$ cat src/rtl/voc_decoder_if.sv
// Sample-stream bundle for the vocoder receive path: stretched samples in,
// decoded samples and error pulses out.
interface voc_decoder_if #(
    parameter int WIDTH = 3
);
    logic             in_valid;
    logic             frame_start;
    logic [WIDTH-1:0] data_in;
    logic [WIDTH-1:0] data_out;
    logic             out_valid;
    logic             dup_err;
    logic             sync_err;

    modport master (
        output in_valid, frame_start, data_in,
        input  data_out, out_valid, dup_err, sync_err
    );

    modport slave (
        input  in_valid, frame_start, data_in,
        output data_out, out_valid, dup_err, sync_err
    );
endinterface

$ cat src/rtl/voc_decoder.sv
// Vocoder frame de-stretcher: verifies that the two halves of each frame agree and
// replays the first half at one sample every second cycle through ping-pong banks.
module voc_decoder #(
    parameter int SIZE  = 8,
    parameter int WIDTH = 3
) (
    input  logic          clk,
    input  logic          rst_n,
    voc_decoder_if.slave  bus
);
    localparam int HALF = SIZE / 2;
    localparam int IW   = $clog2(SIZE);
    localparam int AW   = IW - 1;

    typedef enum logic [1:0] {UNSYNC, FIRST, SECOND} in_state_t;
    typedef enum logic       {IDLE, DRAIN}           dr_state_t;

    // Both banks share one array; the top address bit selects the bank.
    logic [WIDTH-1:0] mem [SIZE];

    in_state_t        state_reg, state_next;
    logic [IW-1:0]    idx_reg, idx_next;
    logic             mis_reg, mis_next;
    logic             bank_reg, bank_next;
    logic             sync_err_reg, sync_err_next;

    logic             wr_en;
    logic [IW-1:0]    wr_addr;
    logic             handoff;
    logic             handoff_mis;
    logic [WIDTH-1:0] cmp_word;
    logic [WIDTH-1:0] diff;
    logic             neq;

    dr_state_t        drain_reg, drain_next;
    logic             phase_reg, phase_next;
    logic [AW-1:0]    j_reg, j_next;
    logic             dbank_reg, dbank_next;
    logic             dmis_reg, dmis_next;
    logic [WIDTH-1:0] data_out_reg, data_out_next;
    logic             out_valid_reg, out_valid_next;
    logic             dup_err_reg, dup_err_next;

    // Second-half sample k lines up with first-half entry k-HALF, i.e. idx without its MSB.
    assign cmp_word = mem[{bank_reg, idx_reg[AW-1:0]}];

    for (genvar gi = 0; gi < WIDTH; gi++) begin : g_cmp
        assign diff[gi] = bus.data_in[gi] ^ cmp_word[gi];
    end

    assign neq = |diff;

    always_comb begin
        state_next    = state_reg;
        idx_next      = idx_reg;
        mis_next      = mis_reg;
        bank_next     = bank_reg;
        sync_err_next = 1'b0;
        wr_en         = 1'b0;
        wr_addr       = {bank_reg, idx_reg[AW-1:0]};
        handoff       = 1'b0;
        handoff_mis   = 1'b0;
        if (bus.in_valid) begin
            if (state_reg == UNSYNC) begin
                if (bus.frame_start) begin
                    wr_en      = 1'b1;
                    wr_addr    = {bank_reg, {AW{1'b0}}};
                    idx_next   = IW'(1);
                    mis_next   = 1'b0;
                    state_next = FIRST;
                end
            end else if (bus.frame_start && (idx_reg != '0)) begin
                // Early frame_start: drop the partial frame and restart in the same bank.
                sync_err_next = 1'b1;
                wr_en         = 1'b1;
                wr_addr       = {bank_reg, {AW{1'b0}}};
                idx_next      = IW'(1);
                mis_next      = 1'b0;
                state_next    = FIRST;
            end else if (state_reg == FIRST) begin
                wr_en    = 1'b1;
                idx_next = idx_reg + IW'(1);
                if (idx_reg == IW'(HALF - 1)) begin
                    state_next = SECOND;
                end
            end else begin
                mis_next = mis_reg | neq;
                if (idx_reg == IW'(SIZE - 1)) begin
                    handoff     = 1'b1;
                    handoff_mis = mis_reg | neq;
                    bank_next   = ~bank_reg;
                    mis_next    = 1'b0;
                    idx_next    = '0;
                    state_next  = FIRST;
                end else begin
                    idx_next = idx_reg + IW'(1);
                end
            end
        end
    end

    always_comb begin
        drain_next     = drain_reg;
        phase_next     = phase_reg;
        j_next         = j_reg;
        dbank_next     = dbank_reg;
        dmis_next      = dmis_reg;
        data_out_next  = data_out_reg;
        out_valid_next = 1'b0;
        dup_err_next   = 1'b0;
        if (drain_reg == DRAIN) begin
            if (!phase_reg) begin
                data_out_next  = mem[{dbank_reg, j_reg}];
                out_valid_next = 1'b1;
                dup_err_next   = dmis_reg && (j_reg == '0);
                phase_next     = 1'b1;
            end else begin
                phase_next = 1'b0;
                if (j_reg == AW'(HALF - 1)) begin
                    drain_next = IDLE;
                end else begin
                    j_next = j_reg + AW'(1);
                end
            end
        end
        // A handoff can only land on the last drain cycle, so it simply restarts the drain.
        if (handoff) begin
            drain_next = DRAIN;
            phase_next = 1'b0;
            j_next     = '0;
            dbank_next = bank_reg;
            dmis_next  = handoff_mis;
        end
    end

    always_ff @(posedge clk) begin
        if (wr_en) begin
            mem[wr_addr] <= bus.data_in;
        end
    end

    always_ff @(posedge clk or negedge rst_n) begin
        if (!rst_n) begin
            state_reg     <= UNSYNC;
            idx_reg       <= '0;
            mis_reg       <= 1'b0;
            bank_reg      <= 1'b0;
            sync_err_reg  <= 1'b0;
            drain_reg     <= IDLE;
            phase_reg     <= 1'b0;
            j_reg         <= '0;
            dbank_reg     <= 1'b0;
            dmis_reg      <= 1'b0;
            data_out_reg  <= '0;
            out_valid_reg <= 1'b0;
            dup_err_reg   <= 1'b0;
        end else begin
            state_reg     <= state_next;
            idx_reg       <= idx_next;
            mis_reg       <= mis_next;
            bank_reg      <= bank_next;
            sync_err_reg  <= sync_err_next;
            drain_reg     <= drain_next;
            phase_reg     <= phase_next;
            j_reg         <= j_next;
            dbank_reg     <= dbank_next;
            dmis_reg      <= dmis_next;
            data_out_reg  <= data_out_next;
            out_valid_reg <= out_valid_next;
            dup_err_reg   <= dup_err_next;
        end
    end

    assign bus.data_out  = data_out_reg;
    assign bus.out_valid = out_valid_reg;
    assign bus.dup_err   = dup_err_reg;
    assign bus.sync_err  = sync_err_reg;
endmodule
$ cat src/flat_wrapper.sv
// flat-port wrapper written by rule: the top's interface ports become plain ports
module voc_decoder_flat 
#(
    parameter int SIZE  = 8,
    parameter int WIDTH = 3
)
  (clk, rst_n, bus_in_valid, bus_frame_start, bus_data_in, bus_data_out, bus_out_valid, bus_dup_err, bus_sync_err);
  voc_decoder_if #(.WIDTH(WIDTH)) bus_i ();
  input  logic clk;
  input  logic rst_n;
  input wire logic [$bits(bus_i.in_valid)-1:0] bus_in_valid;
  input wire logic [$bits(bus_i.frame_start)-1:0] bus_frame_start;
  input wire logic [$bits(bus_i.data_in)-1:0] bus_data_in;
  output wire logic [$bits(bus_i.data_out)-1:0] bus_data_out;
  output wire logic [$bits(bus_i.out_valid)-1:0] bus_out_valid;
  output wire logic [$bits(bus_i.dup_err)-1:0] bus_dup_err;
  output wire logic [$bits(bus_i.sync_err)-1:0] bus_sync_err;
  assign bus_i.in_valid = bus_in_valid;
  assign bus_i.frame_start = bus_frame_start;
  assign bus_i.data_in = bus_data_in;
  assign bus_data_out = bus_i.data_out;
  assign bus_out_valid = bus_i.out_valid;
  assign bus_dup_err = bus_i.dup_err;
  assign bus_sync_err = bus_i.sync_err;
  voc_decoder #(.SIZE(SIZE), .WIDTH(WIDTH)) u_core (.clk(clk), .rst_n(rst_n), .bus(bus_i));
endmodule
$ cat config.mk
export PLATFORM = sky130hd
export DESIGN_NAME = voc_decoder_flat
export DESIGN_NICKNAME = d
export VERILOG_FILES = /design/src/rtl/voc_decoder_if.sv /design/src/rtl/voc_decoder.sv /design/src/flat_wrapper.sv
export SDC_FILE = /design/constraint.sdc
export NUM_CORES = 1
export LEC_CHECK = 0
export ABC_AREA = 1
export BUFFER_PORTS_ARGS = -buffer_cell sky130_fd_sc_hd__buf_2
export CAP_MARGIN = 20
export CORE_MARGIN = 2
export CORE_UTILIZATION = 54
export DETAILED_ROUTE_END_ITERATION = 8
export PLACE_DENSITY = 0.75
export SYNTH_ARGS = -nofsm -noshare
export SYNTH_HDL_FRONTEND = slang
export SYNTH_SLANG_ARGS = --single-unit
export TNS_END_PERCENT = 5
$ cat constraint.sdc
create_clock -name clk -period 1.7 [get_ports clk]
set_input_delay 0.34 -clock clk [delete_from_list [all_inputs] [get_ports clk]]
set_output_delay 0.34 -clock clk [all_outputs]
set_load 0.005 [all_outputs]
==> impl_metrics.tcl, run 1 <==
set metrics [dict create \
    netlist_area_um2 2356 \
    grt_pass1_vias 1659 \
    drc 0 \
    io_buffer_count 12 \
    synth_cells 262 \
    worstPathCellList "buf_6 > buf_4 > nor2_1 > nor2_1 > nand2_1 > nand3_2 > nand3b_1 > nand2_1 > nor2_1 > nand2_1 > nand2_1 > nand2_1" \
    final_layout_size_suffix_gt1_share_pct 31.53 \
    core.rowCount 24 \
    max_freq_ghz 0.6037 \
    die_h_um 70.05 \
    initial_core_util_pct 55.25 \
    worstSetupPathType "register to register" \
    finalClockSkew_ns 0.005375 \
    synthDistinctLibCells 29 \
    crit_cells 12 \
    critical-path-slowest-cell "dfrtp_1" \
    die_w_um 70.05 \
    synth_area_per_cell_um2 8.992 \
    ys_ff_latch 43 \
    synth.area.mux_share_pct 0 \
    antenna_found_initial 0 \
    fin_crit_sh_pct 97.44 \
    required_ns 1.89 \
    drv_slew 0 \
    numCtsBuffers 5 \
    nNetsFinal 307 \
    n_fill_cell 345 \
    cts_tree "done" \
    drtAntennaViolNets 0 \
    grt_max_degree 20 \
    cp-end-kind "register" \
    htree_num_levels 2 \
    min_path_cells 3 \
    cp_num_buf_inv 2 \
    synth_fa_ha_area_share_pct 3.186 \
    synth_nets 275 \
    ys_seq_area_share_pct 50.77 \
    grt-ovfl-total 0 \
    synth_compound_area_share_pct 8.232 \
    cp.arrival_ns 1.84 \
    post-dp-hpwl_um 3597 \
    path_delay_family "simple AND/OR/NAND/NOR gates" \
    area_delta_synth_final_pct 20.82 \
    cpPeakStageDelay_ns 0.43 \
    core_area_um2 4264 \
    setup_viol 0 \
    via_count 1812 \
    diodes 0 \
    drtIter0Drc 179 \
    synth_ff_type "edfxtp_1" \
    start_kind "register" \
    async_flop_share_pct 44.19 \
    synth_edf_count 24 \
    pre_cts_ws_ns -0.02203 \
    synthXorXnorAreaFrac_pct 0.3717 \
    finalSetupTns_ns 0 \
    p_per_area_nw_per_um2 1584 \
    largest_reg_flops 24 \
    layout_setup_ws_ns 0.04357 \
    crit_fanout 6 \
    reg2reg_depth 12 \
    r2r_slack_ns 0.04 \
    worst_pin_slew_ns 0.4297 \
    clock-sinks 43 \
    ir_drop_mv 0.7283 \
    vias_per_cell 5.222 \
    place_congestion 0.8691 \
    grt_use_total_pct 21.58 \
    wirelength_um 5065 \
    clk_path_buf_depth 2 \
    clock_insertion_delay_worst_skew_ns 0.30 \
    drtPass1Iterations 4 \
    multi_input_area_um2 1095 \
    clockRootBuffer "clkbuf_8" \
    die_area_um2 4907 \
    grt_pass1_wl_um 8093 \
    fin_crit_ns 1.656 \
    synth_top_family_by_area "simple AND/OR/NAND/NOR gates" \
    timing.slew.headroom_pct 71.35 \
    yosys_warnings 0 \
    layout.area.seq_um2 1196 \
    path_clk_slew_ns 0.08 \
    crit_top_cell "nand2_1" \
    status "finished clean" \
    drv_cap 0 \
    rsz0062_at_grt "yes" \
    leakage_nw 1.321 \
    io-pin-count 13 \
    hold_path_class "input pin to register" \
    finalHoldViolations 0 \
    wl_per_cell_um 14.60 \
    synth-simple-area-share_pct 27.24 \
]
-- metrics by stage --
stage	utilization, %	cells	hold slack, ns	instance area (µm²)	total power [mW]
6_report	66.75	347	0.3646	2846	4.509
5_1_grt	66.75	347	0.3812	2846	4.855
4_1_cts	62.94	342	0.3488	2684	4.175
3_5_place_dp	60.50	333	0.3053	2580	3.521
3_3_place_gp	60.50	333	0.2971	2580	3.468
2_1_floorplan	-	262	0.04441	2420	3.064
-- Yosys cell counts (4+ instances only) --
library cell	count	area, µm²
a21oi_1	13	65.06
dfrtp_1	19	475.5
edfxtp_1	24	720.7
ha_1	6	75.07
inv_1	39	146.4
inv_2	6	22.52
nand2_1	52	195.2
nand2_4	5	56.30
nand3_1	18	90.09
nand3_2	12	120.1
nor2_1	23	86.33
nor3_1	4	20.02
o21ai_0	15	75.07
o21ai_1	5	25.02
-- cells in the final DEF, fill, tap and decap left out, types with 4 or more instances in the layout --
| master | netlist | routed |
|---|---|---|
| buf_4 | 0 | 15 |
| a21oi_1 | 13 | 13 |
| nand2_2 | 3 | 4 |
| o21ai_0 | 15 | 15 |
| dfrtp_1 | 19 | 19 |
| inv_1 | 39 | 38 |
| nor2_1 | 23 | 13 |
| inv_2 | 6 | 6 |
| nand3_2 | 12 | 13 |
| clkbuf_8 | 0 | 5 |
| nor2_4 | 1 | 12 |
| nand2_4 | 5 | 10 |
| buf_2 | 1 | 12 |
| edfxtp_1 | 24 | 24 |
| nand3_1 | 18 | 17 |
| ha_1 | 6 | 4 |
| nand2_1 | 52 | 46 |
-- worst reg2reg max path: stages (launching register included) --
cell and delay (ns):
dfrtp_1 0.43, buf_6 0.16, buf_4 0.13, nor2_1 0.16, nor2_1 0.06, nand2_1 0.08
nand3_2 0.08, nand3b_1 0.10, nand2_1 0.05, nor2_1 0.08, nand2_1 0.08, nand2_1 0.07
nand2_1 0.05
-- metal layers --
layer / part of all wire [%] / vias to the layer above / global-route usage (%)
met2: 49 / 55 / 35.24
met1: 44 / 842 / 29.23
li1: - / 909 / -
met5: 0 / - / 0
met3: 6.1 / 6 / 5.195
met4: 0.95 / 0 / 5.128
-- report_power, final --
part | internal, mW | switching, mW | total, mW
Clock | 0.287 | 0.343 | 0.631
Combinational | 0.925 | 1.41 | 2.34
Sequential | 1.36 | 0.185 | 1.54
Total | 2.57 | 1.94 | 4.51
-- path summary, 6_finish.rpt --
path	start	to
min in group asynchronous	rst_n	u_core.j_reg[0]
worst min register to register	u_core.bus.data_out[2]	u_core.bus.data_out[2]
worst max register to register	u_core.idx_reg[0]	u_core.mis_reg
max in group asynchronous	rst_n	u_core.j_reg[1]
worst max-delay path	u_core.idx_reg[0]	u_core.mis_reg
worst min-delay path	bus_in_valid	u_core.bus.sync_err
-- cells by family after synthesis --
group	count (synthesis)
xor gates and xnor gates	1
and+or+nand+nor	123
buffers and inverters	52
DFF	43
adders and majority gates	6
AOI/OAI and AO/OA	37
-- cell type report --
cell class	instances	area share [%]
clock buffer	6	2.549
clock inverter	2	0.4396
multi-input combinational	167	38.46
sequential	43	42.02
inverter	46	6.330
timing repair buffer	31	7.912
tap	52	2.286
-- what timing repair did --
action	4_1_cts	5_1_grt
endpoints found under the setup margin	16	31
hold buffers	1	0
cloned	0	0
pin swaps	0	6
gates resized for setup	2	25
endpoints found under the hold margin	19	0
setup buffers	0	5
Power figures use the tool's default switching activity.
==> inputs of run 2 (changes only) <==
--- a/config.mk
+++ b/config.mk
@@ -13,2 +13,3 @@
 export DETAILED_ROUTE_END_ITERATION = 8
+export MAX_ROUTING_LAYER = met4
 export PLACE_DENSITY = 0.75
==> constraint.sdc (replaced) <==
create_clock -name clk -period 1.7 [get_ports clk]
set_input_delay 0 -clock clk [delete_from_list [all_inputs] [get_ports clk]]
set_output_delay 0 -clock clk [all_outputs]
set_load 0.005 [all_outputs]
==> run 2 against run 1 <==
- setup slack worse by 0.016 ns
- cell area is 2.1% lower
- die area unchanged
- routed wire length decreased by 3.6%
- first-iteration DRC count fell by 20%
- power increased by 1.8%
- critical path type unchanged
- largest cell class unchanged
- highest routed layer unchanged
==> impl_metrics.tcl, run 2 (same netlist as run 1, synthesis figures left out) <==
set metrics [dict create \
    path_delay_family "simple AND/OR/NAND/NOR gates" \
    ir_drop_mv 0.6530 \
    area_delta_synth_final_pct 18.32 \
    initial_core_util_pct 55.25 \
    clock-sinks 43 \
    drv_cap 0 \
    drtIter0Drc 144 \
    core_area_um2 4264 \
    clockRootBuffer "clkbuf_8" \
    leakage_nw 1.286 \
    io_buffer_count 12 \
    largest_reg_flops 24 \
    crit_fanout 3 \
    finalClockSkew_ns 0.002582 \
    grt.met3_usage_pct 4.762 \
    fin_crit_ns 1.673 \
    wirelength_um 4884 \
    grt_use_total_pct 21.67 \
    layout_setup_ws_ns 0.02740 \
    postCtsSetupBuffers 0 \
    die_w_um 70.05 \
    required_ns 1.72 \
    die_h_um 70.05 \
    worstSetupPathType "register to register" \
    cts_tree "done" \
    max_freq_ghz 0.5979 \
    final_util_pct 65.38 \
    start_kind "register" \
    fin_crit_sh_pct 98.39 \
    final_common_cell "nand2_1" \
    htree_num_levels 2 \
    grt_max_degree 20 \
    worst_pin_slew_ns 0.4294 \
    crit_top_cell "nand2_2" \
    via_count 1801 \
    timing.slew.headroom_pct 71.38 \
    grt_pass1_wl_um 8017 \
    cp.arrival_ns 1.69 \
    r2r_slack_ns 0.03 \
    finalHoldViolations 0 \
    cpPeakStageDelay_ns 0.42 \
    rr_startpoint "u_core.idx_reg[0]" \
    diodes 0 \
    rsz0062_at_grt "yes" \
    wl_per_cell_um 14.41 \
    drc 0 \
    drtPass1Iterations 4 \
    core.rowCount 24 \
    clock_insertion_delay_worst_skew_ns 0.30 \
    cp_num_buf_inv 2 \
    place_congestion 0.8850 \
    grt_use_met2_pct 33.12 \
    status "finished clean" \
    numCtsBuffers 5 \
    hp-start "bus_in_valid" \
    antenna_found_initial 0 \
    pre_cts_ws_ns -0.05562 \
    drtAntennaViolNets 0 \
    nNetsFinal 299 \
    p_per_area_nw_per_um2 1647 \
    grt-busiest-layer "met2" \
    n_fill_cell 363 \
    hold_path_class "input pin to register" \
    crit_start "u_core.idx_reg[0]" \
    cp-end-kind "register" \
    final_cell_mix "46 x nand2_1, 38 x inv_1, 24 x edfxtp_1" \
    die_area_um2 4907 \
    drv_slew 0 \
    grt-ovfl-total 0 \
    grt.met1_usage_pct 29.81 \
    post-dp-hpwl_um 3468 \
    vias_per_cell 5.313 \
    grt_pass1_vias 1662 \
    critical-path-slowest-cell "dfrtp_2" \
    path_clk_slew_ns 0.08 \
    final_layout_size_suffix_gt1_share_pct 29.97 \
    clk_path_buf_depth 2 \
    io-pin-count 13 \
    setup_viol 0 \
    worstPathCellList "inv_6 > ha_4 > nand2_2 > nand2_2 > inv_2 > nor2_2 > o21ai_2 > nand2_2 > nor2_4" \
]
-- run 2: what timing repair did --
item                                   in CTS  in global routing
pin swaps                                   0                  3
setup endpoints to repair                  21                 31
hold buffers                                1                  0
endpoints found under the hold margin      19                  0
gates cloned                                0                  0
gates resized for setup                     3                 18
-- run 2: worst paths after layout --
check / cells after the start / end
min in group asynchronous: 2 / u_core.state_reg[1]
max in group asynchronous: 2 / u_core.idx_reg[0]
worst max register to register: 9 / u_core.mem[4][1]
worst min register to register: 2 / u_core.bus.data_out[0]
worst max-delay path: 9 / u_core.mem[4][1]
worst min-delay path: 3 / u_core.bus.sync_err
-- run 2: tightest hold or removal path, cell delays in order --
cell    delay [ns]
buf_2         0.13
inv_1         0.08
nor3_1        0.06
-- run 2: through the flow --
step	power [mW]	TNS (ns)	hold WS, ns	instances	area (µm²)
after global placement	3.436	-0.02766	-0.04253	330	2557
after floorplan	3.064	-2.365	-0.2956	262	2420
after detailed placement	3.471	-0.3153	-0.03832	330	2557
after global routing	4.921	-0.7002	0.04647	339	2788
after CTS	4.451	0	0.005682	339	2716
final	4.590	0	0.007716	339	2788
-- run 2: area by class of cell --
type                            count  area, µm²  share of cell area (%)
Inverter                           46      177.7                   6.373
Tap cell                           52      65.06                   2.334
Clock inverter                      3      67.56                   2.424
Timing Repair Buffer               23      156.4                   5.610
Multi-Input combinational cell    167       1055                   37.84
Sequential cell                    43       1197                   42.95
Clock buffer                        5      68.82                   2.469
-- run 2: power by group --
| group | switching (mW) | leakage, nW | total (mW) | internal (mW) |
|---|---|---|---|---|
| Combinational | 1.33 | 0.772 | 2.10 | 0.773 |
| Sequential | 0.192 | 0.449 | 1.55 | 1.36 |
| Clock | 0.355 | 0.0644 | 0.941 | 0.585 |
-- run 2: layer usage --
| metal | vias up | part of all wire (%) |
|---|---|---|
| met4 | 0 | 1.9 |
| met3 | 11 | 5.8 |
| met2 | 58 | 46 |
| li1 | 890 | - |
| met1 | 842 | 46 |
| met5 | - | 0 |
==> inputs of run 3 (changes only) <==
- PLACE_DENSITY: 0.75 -> not set
- PLACE_DENSITY_LB_ADDON: not set -> 0.12
- REMOVE_ABC_BUFFERS: not set -> 1
==> run 3 against run 2 <==
- combinational power about the same
- core utilization shrank 0.44 points
- clock-buffer cell count unchanged
- critical path depth increased by 2
- via count decreased by 0.94%
- cell area shrank 0.67%
- clock power is essentially flat
- sequential power about the same
- maximum frequency is 0.12% higher
==> impl_metrics.tcl, run 3 (same netlist as run 1, synthesis figures left out) <==
set metrics [dict create \
    status "finished clean" \
    critical-path-slowest-cell "dfrtp_2" \
    required_ns 1.73 \
    clk_path_buf_depth 2 \
    die_w_um 70.05 \
    worst_pin_slew_ns 0.4324 \
    grt_use_total_pct 22.23 \
    hold_end "u_core.bus.sync_err" \
    io_buffer_count 12 \
    clock_insertion_delay_worst_skew_ns 0.30 \
    finalHoldViolations 0 \
    cts_tree "done" \
    drtAntennaViolNets 0 \
    die_area_um2 4907 \
    grt-ovfl-total 0 \
    numCtsBuffers 5 \
    timing.rr.end "u_core.mem[3][1]" \
    grt_pass1_vias 1690 \
    leakage_nw 1.315 \
    drc 0 \
    rsz0062_at_grt "yes" \
    drv_cap 0 \
    timing.slew.headroom_pct 71.17 \
    crit_fanout 3 \
    p_per_area_nw_per_um2 1640 \
    n_fill_cell 357 \
    grt_max_degree 20 \
    post-dp-hpwl_um 3710 \
    via_count 1784 \
    r2r_slack_ns 0.03 \
    final_common_cell "nand2_1" \
    nNetsFinal 307 \
    vias_per_cell 5.141 \
    start_kind "register" \
    area_delta_synth_final_pct 17.53 \
    crit_top_cell "nand2_2" \
    wl_per_cell_um 14.21 \
    path_clk_slew_ns 0.08 \
    rr_startpoint "u_core.idx_reg[0]" \
    final_layout_size_suffix_gt1_share_pct 29.49 \
    max_freq_ghz 0.5986 \
    initial_core_util_pct 55.25 \
    postCtsSetupBuffers 0 \
    die_h_um 70.05 \
    antenna_found_initial 0 \
    core.rowCount 24 \
    setup_viol 0 \
    placed_cell_area_um2 2554 \
    final_area_um2 2769 \
    worstSetupPathType "register to register" \
    largest_reg_flops 24 \
    min_path_cells 3 \
    hold_path_class "input pin to register" \
    place_congestion 0.8405 \
    finalClockSkew_ns 0.006670 \
    hp-start "bus_in_valid" \
    cp-end-kind "register" \
    final_cell_mix "50 x nand2_1, 39 x inv_1, 24 x edfxtp_1" \
    worstPathCellList "inv_6 > ha_1 > nand2_1 > nand2_2 > inv_4 > nor2_4 > o21ai_2 > inv_1 > nand2_2 > nor2_2 > buf_4" \
    grt_pass1_wl_um 8100 \
    cpPeakStageDelay_ns 0.44 \
    ir_drop_mv 0.8540 \
    io-pin-count 13 \
    clockRootBuffer "clkbuf_8" \
    fin_crit_sh_pct 98.27 \
    fin_crit_ns 1.671 \
    cp.arrival_ns 1.70 \
    finalSetupTns_ns 0 \
    reg2reg_depth 11 \
    drtPass1Iterations 4 \
    diodes 0 \
    clock-sinks 43 \
    drtIter0Drc 92 \
    holdWs_ns 0.01361 \
    drv_slew 0 \
    wirelength_um 4930 \
    htree_num_levels 2 \
    core_area_um2 4264 \
]
run 3: cell count changes in the layout (fill, tap and decap cells not counted), sizes merged:
cell | before | now
buf | 22 | 30
run 3: worst max-delay path, delay by kind of cell (launching register included):
kind,cells,cell delay [ns]
buffers and inverters,4,0.34
AOI/OAI and AO/OA,1,0.08
DFF,1,0.44
adders and majority gates,1,0.13
and+or+nand+nor,5,0.42
run 3: area by class of cell:
cell class / count / area, µm² / area share, %
clock buffers: 5 / 68.82 / 2.485
clock inverters: 3 / 67.56 / 2.440
inverters: 46 / 180.2 / 6.507
multi-input cells: 167 / 984.7 / 35.56
flip-flops and latches: 43 / 1197 / 43.24
well taps: 52 / 65.06 / 2.350
repair buffers: 31 / 205.2 / 7.411
run 3: how the worst max path moves through the flow:
stage	from	to	slack, ns
after global routing	u_core.idx_reg[0]	u_core.mem[6][1]	-0.07
after floorplan	u_core.idx_reg[0]	u_core.mem[1][0]	-0.29
after detailed placement	u_core.idx_reg[0]	u_core.mem[1][1]	-0.11
final	u_core.idx_reg[0]	u_core.mem[3][1]	0.03
after global placement	u_core.idx_reg[0]	u_core.state_reg[1]	-0.06
after CTS	u_core.idx_reg[0]	u_core.mem[3][2]	-0.01
run 3: what timing repair did:
action | in CTS | in global routing
endpoints found under the setup margin | 25 | 29
hold buffers | 1 | 0
hold endpoints to repair | 19 | 0
pin swaps | 1 | 0
resized for setup | 12 | 9
run 3: layer usage:
| metal | vias up | track usage (%) | part of all wire, % |
|---|---|---|---|
| met5 | - | - | 0 |
| met4 | 0 | 7.692 | 1.5 |
| met3 | 9 | 5.051 | 3.0 |
| met2 | 34 | 33.86 | 46 |
| met1 | 832 | 29.55 | 49 |
| li1 | 909 | - | - |
run 3: per-stage QoR:
step | power, mW | setup WS (ns) | cells | util, %
after global placement | 3.446 | -0.06013 | 338 | 59.89
after CTS | 4.475 | -0.01344 | 347 | 64.08
after detailed placement | 3.468 | -0.1097 | 338 | 59.89
after floorplan | 2.819 | -0.2923 | 256 | -
final | 4.542 | 0.02935 | 347 | 64.94
after global routing | 4.876 | -0.07318 | 347 | 64.94
run 3: report_power, final:
group          switching (mW)  internal [mW]  leakage [nW]
clock                   0.354          0.585        0.0644
combinational            1.28          0.793         0.801
sequential              0.167           1.36         0.449
total                    1.81           2.74          1.31
